$ cat src/rtl/psk8_symbol_mapper.sv
// 8-PSK symbol mapper.
// Collects serial bits into 3-bit groups (first bit is the MSB) and optionally
// Gray-decodes each group to a phase index. Each phase index is held on
// phase_offset for SYM_PERIOD clocks. One pending register decouples the bit
// assembler from the symbol timer. When the timer expires with no pending
// symbol, the block drops to IDLE_PHASE and sets a sticky underrun flag.
module psk8_symbol_mapper #(
  parameter int unsigned SYM_PERIOD = 100,
  parameter bit          GRAY_EN    = 1'b1,
  parameter logic [2:0]  IDLE_PHASE = 3'd0
) (
  input  logic       clk,
  input  logic       rst,
  input  logic       bit_in,
  input  logic       bit_valid,
  output logic       bit_ready,
  output logic [2:0] phase_offset,
  output logic       sym_strobe,
  output logic       active,
  output logic       underrun
);

  typedef enum logic {
    ST_IDLE = 1'b0,
    ST_RUN  = 1'b1
  } state_t;

  // Last hold count of a symbol; the hold counter runs 0..SYM_PERIOD-1.
  localparam logic [15:0] HOLD_LAST = 16'(SYM_PERIOD - 1);

  // Gray decode: each phase bit is the XOR of the symbol bits at and above it.
  function automatic logic [2:0] map_symbol(input logic [2:0] sym);
    logic [2:0] ph;
    if (GRAY_EN) begin
      ph = {sym[2], sym[2] ^ sym[1], sym[2] ^ sym[1] ^ sym[0]};
    end else begin
      ph = sym;
    end
    return ph;
  endfunction

  state_t      state_q,      state_d;
  logic [15:0] hcnt_q,       hcnt_d;
  logic [1:0]  bit_cnt_q,    bit_cnt_d;
  logic [1:0]  sr_q,         sr_d;
  logic [2:0]  pend_q,       pend_d;
  logic        pend_valid_q, pend_valid_d;
  logic [2:0]  phase_q,      phase_d;
  logic        strobe_q,     strobe_d;
  logic        active_q,     active_d;
  logic        underrun_q,   underrun_d;
  logic        accept_s;

  // Ready depends only on registered state. A third bit can only be accepted
  // while the pending slot is empty.
  assign bit_ready = (bit_cnt_q != 2'd2) || !pend_valid_q;
  assign accept_s  = bit_valid && bit_ready;

  assign phase_offset = phase_q;
  assign sym_strobe   = strobe_q;
  assign active       = active_q;
  assign underrun     = underrun_q;

  // Next-state logic for the bit assembler, pending slot and symbol-hold FSM.
  always_comb begin
    state_d      = state_q;
    hcnt_d       = hcnt_q;
    bit_cnt_d    = bit_cnt_q;
    sr_d         = sr_q;
    pend_d       = pend_q;
    pend_valid_d = pend_valid_q;
    phase_d      = phase_q;
    strobe_d     = 1'b0;
    active_d     = active_q;
    underrun_d   = underrun_q;

    // Assembler: shift in at the LSB. The third bit completes a group and
    // fills the pending slot. A partial group waits indefinitely.
    if (accept_s) begin
      sr_d = {sr_q[0], bit_in};
      if (bit_cnt_q == 2'd2) begin
        bit_cnt_d    = 2'd0;
        pend_d       = {sr_q, bit_in};
        pend_valid_d = 1'b1;
      end else begin
        bit_cnt_d = bit_cnt_q + 2'd1;
      end
    end else begin
      sr_d = sr_q;
    end

    // Symbol timer. A consume only happens while pend_valid_q is set, and a
    // pending write only while it is clear, so the two never collide.
    case (state_q)
      ST_IDLE: begin
        if (pend_valid_q) begin
          phase_d      = map_symbol(pend_q);
          pend_valid_d = 1'b0;
          hcnt_d       = 16'd0;
          strobe_d     = 1'b1;
          active_d     = 1'b1;
          state_d      = ST_RUN;
        end else begin
          phase_d  = IDLE_PHASE;
          active_d = 1'b0;
        end
      end
      ST_RUN: begin
        if (hcnt_q == HOLD_LAST) begin
          hcnt_d = 16'd0;
          if (pend_valid_q) begin
            phase_d      = map_symbol(pend_q);
            pend_valid_d = 1'b0;
            strobe_d     = 1'b1;
          end else begin
            phase_d    = IDLE_PHASE;
            active_d   = 1'b0;
            underrun_d = 1'b1;
            state_d    = ST_IDLE;
          end
        end else begin
          hcnt_d = hcnt_q + 16'd1;
        end
      end
      default: begin
        phase_d  = IDLE_PHASE;
        active_d = 1'b0;
        hcnt_d   = 16'd0;
        state_d  = ST_IDLE;
      end
    endcase
  end

  // State register with synchronous reset. Reset discards held, pending and
  // partial data without issuing a strobe.
  always_ff @(posedge clk) begin
    if (rst) begin
      state_q      <= ST_IDLE;
      hcnt_q       <= 16'd0;
      bit_cnt_q    <= 2'd0;
      sr_q         <= 2'd0;
      pend_q       <= 3'd0;
      pend_valid_q <= 1'b0;
      phase_q      <= IDLE_PHASE;
      strobe_q     <= 1'b0;
      active_q     <= 1'b0;
      underrun_q   <= 1'b0;
    end else begin
      state_q      <= state_d;
      hcnt_q       <= hcnt_d;
      bit_cnt_q    <= bit_cnt_d;
      sr_q         <= sr_d;
      pend_q       <= pend_d;
      pend_valid_q <= pend_valid_d;
      phase_q      <= phase_d;
      strobe_q     <= strobe_d;
      active_q     <= active_d;
      underrun_q   <= underrun_d;
    end
  end

endmodule

$ cat config.mk
export PLATFORM = sky130hd
export DESIGN_NAME = psk8_symbol_mapper
export DESIGN_NICKNAME = d
export VERILOG_FILES = /design/src/rtl/psk8_symbol_mapper.sv
export SDC_FILE = /design/constraint.sdc
export NUM_CORES = 1
export LEC_CHECK = 0
export ABC_AREA = 1
export BUFFER_PORTS_ARGS = -buffer_cell sky130_fd_sc_hd__buf_2
export CORE_UTILIZATION = 46
export DETAILED_ROUTE_END_ITERATION = 12
export GPL_TIMING_DRIVEN = 0
export SKIP_CTS_REPAIR_TIMING = 1
export SLEW_MARGIN = 15
export SYNTH_ARGS = -nofsm -noshare
export SYNTH_HDL_FRONTEND = slang
export SYNTH_SLANG_ARGS = --single-unit
$ cat constraint.sdc
create_clock -name clk -period 2.8 [get_ports clk]
set_input_delay 0.7 -clock clk [delete_from_list [all_inputs] [get_ports clk]]
set_output_delay 0.7 -clock clk [all_outputs]
set_load 0.02 [all_outputs]
==> impl_metrics.toml <==
[synth]
synth.cell_area_um2 = 1630
synth_fp_nets = 246
post-synth-top-area-cell = "sky130_fd_sc_hd__dfxtp_1"
ys_top_cells_by_area = "sky130_fd_sc_hd__dfxtp_1, sky130_fd_sc_hd__nand2_1, sky130_fd_sc_hd__nand3_1, sky130_fd_sc_hd__a21oi_1, sky130_fd_sc_hd__inv_1"
synth_largest_type_area_fraction_pct = 38.2
syn_area_per_cell_um2 = 6.75
ys.warnings.count = 0
synth_sequential_area_ratio_pct = 38.2
synth_flop_cell = "sky130_fd_sc_hd__dfxtp_1"
synth_cell_types = 24
synth_cells = 241
synth_enable_flop_cells = 0
ys_ff_latch = 31
synth_async_sr_flop_share_pct = 0

[power]
power-per-cell-area_nw_per_um2 = 422
finalPower_mw = 0.757
irDropWorstVdd_uv = 291
cellLeakagePower_nw = 0.724

[sta]
tightest_slew_ns = 0.518
timing_hold_violations_final = 0
final.period_utilization_pct = 65.9
worst_case_clock_skew_ns = 0.00480
final_tns_setup_ns = 0
maxSlewHeadroom_pct = 65.5
final.min_clock_period_ns = 1.85
max_clock_freq_mhz = 542
grt_setup_unrepaired = "no"
setup-violations-final = 0
report.final.slew_viol_count = 0

[cells_and_area]
instances_no_fill = 305
finish.net_count = 263
post_route_cells_drive_above_1_share_pct = 16.2
layout.cell_area.non_filler_um2 = 1790
util_after_layout_pct = 53.3
syn_to_final_growth_pct = 10.2
n_antenna_cell = 0

[setup_path]
cp_slowest_stage_delay_ns = 0.34
critical_path_arrival_ns = 1.15
worst_path_max_delay_cell = "sky130_fd_sc_hd__dfxtp_1"
crit_buf_inv = 2
cells_along_the_critical_path = "inv_1 -> nor2_4 -> nand2_1 -> buf_2"
end_kind = "primary output"
path_delay_family = "flip-flops"
setup.worst_path.start_class = "register"
critical_path_required_ns = 2.10
critical_path.max_fanout = 5
crit_type = "register to primary output"

[global_routing]
first_global_vias = 1226
globalRouteOverflowTotal = 0
grt_max_degree = 12
globalRouteTotalUtil_pct = 20.8
grt_antenna_before_repair = 0
global_route_wire_length_before_repair_um = 5550

[place]
globalplace.congestion = 0.821
port-buffer-count = 10
post-place-cells = 297
hpwl_um = 2390
placed_cell_area_um2 = 1730

[min_path]
min_path_type = "register to register"

[clock_network]
tritoncts.num_buffers = 5
cts_htree_levels = 2
clk_latency_ns = 0.33
cts_tree = "done"
cts.path.max_buffers = 2
clk_pin_slew_ns = 0.10
cts-root-buf = "sky130_fd_sc_hd__clkbuf_4"
cts.sinks = 31

[drt]
post_drt_via_cell_ratio = 4.83
drtIter0Drc = 71
remaining_drc_errors = 0
detailedRoute.firstPassIterationCount = 4
postRouteAntennaNets = 0
dr_total_vias = 1473
detail_route.wl_per_cell_um = 10.9
route.final.wire_length_um = 3330

[job]
cap_violations = 0

[run_status]
result_of_the_run = "complete, no violations"

[die]
start_util_pct = 48.4
floorplan.die.width_um = 61.5
placementRows = 21
fp.dieArea_um2 = 3780
ios = 11
core_area_um2 = 3360
die-height_um = 61.5
-- synth_stat cells, types with 3 or more instances --
cell,number
sky130_fd_sc_hd__o21ai_0,7
sky130_fd_sc_hd__nor2_4,5
sky130_fd_sc_hd__nor2_1,23
sky130_fd_sc_hd__nand2_1,66
sky130_fd_sc_hd__o21bai_1,3
sky130_fd_sc_hd__nand3_1,28
sky130_fd_sc_hd__nand2_2,5
sky130_fd_sc_hd__inv_1,26
sky130_fd_sc_hd__a21oi_1,22
sky130_fd_sc_hd__nand4_1,4
sky130_fd_sc_hd__nor2_2,5
sky130_fd_sc_hd__dfxtp_1,31
-- worst paths after layout --
| kind | startpoint | to | slack, ns | depth (start not counted) |
|---|---|---|---|---|
| hold / removal | active$_SDFFE_PP0P_ | active$_SDFFE_PP0P_ | 0.45 | 2 |
| hold reg to reg | active$_SDFFE_PP0P_ | active$_SDFFE_PP0P_ | 0.45 | 2 |
| setup / recovery | bit_cnt_q[1]$_SDFFE_PP0N_ | bit_ready | 0.95 | 4 |
| setup reg to reg | hcnt_q[1]$_SDFFE_PP0P_ | hcnt_q[13]$_SDFFE_PP0P_ | 1.35 | 8 |
-- registers in the layout, summed over array words and instances (netlist names) --
register	cells
pend_q	3
underrun	1
bit_cnt_q	2
sr_q	2
active	1
phase_offset	3
state_q	1
hcnt_q	16
sym_strobe	1
pend_valid_q	1
-- cells in the final DEF, fill, tap and decap left out, drive strengths merged --
master	count
nand2	73
ha	1
o21bai	3
a21oi	22
buf	13
dfxtp	31
xor2	1
a211oi	1
nand3	30
o21ai	7
nor2	33
nor3	1
nand4	4
clkinv	3
clkinvlp	2
inv	27
clkbuf	7
-- metal layers --
layer	track usage (%)	vias up	wire, µm
li1	-	806	-
met1	25.7	646	1620
met2	34.3	19	1600
met5	0	-	0
met4	8.57	0	29
met3	5.67	2	82
-- cell families (layout without fill, tap and decap cells) --
kind of cell               count (synthesis)  in the layout  synth area share, %
xor gates and xnor gates                   1              1                0.539
buffers and inverters                     34             52                 8.85
DFF                                       31             31                 38.2
and+or+nand+nor                          141            141                 40.9
adders and majority gates                  1              1                0.769
AOI/OAI and AO/OA                         33             33                 10.8
-- layout make-up --
| type | instances | area (µm²) |
|---|---|---|
| plain buffers | 5 | 35.0 |
| clock buffers | 5 | 37.5 |
| clock inverters | 3 | 20.0 |
| fillers | 384 | 1570 |
| inverters | 29 | 109 |
| multi-input cells | 176 | 862 |
| flip-flops and latches | 31 | 621 |
| well taps | 46 | 57.6 |
| repair buffers | 10 | 50.0 |
-- through the flow --
stage                     hold slack [ns]  setup WS (ns)
after floorplan                     0.440           1.45
after CTS                           0.451          0.928
final                               0.448          0.955
after detailed placement            0.436           1.12
after global placement              0.432           1.11
after global routing                0.474          0.840
-- tightest hold or removal path, delay by kind of cell, from the launching register on --
family / cells / cell delay (ns)
flops: 1 / 0.32
compound gates: 1 / 0.05
buf+inv: 1 / 0.04
-- report_power, final --
part           internal (mW)  total (mW)  switching (mW)
sequential             0.448       0.453         0.00569
clock                 0.0957       0.259           0.163
combinational         0.0141      0.0444          0.0303
Power figures use the tool's default switching activity.
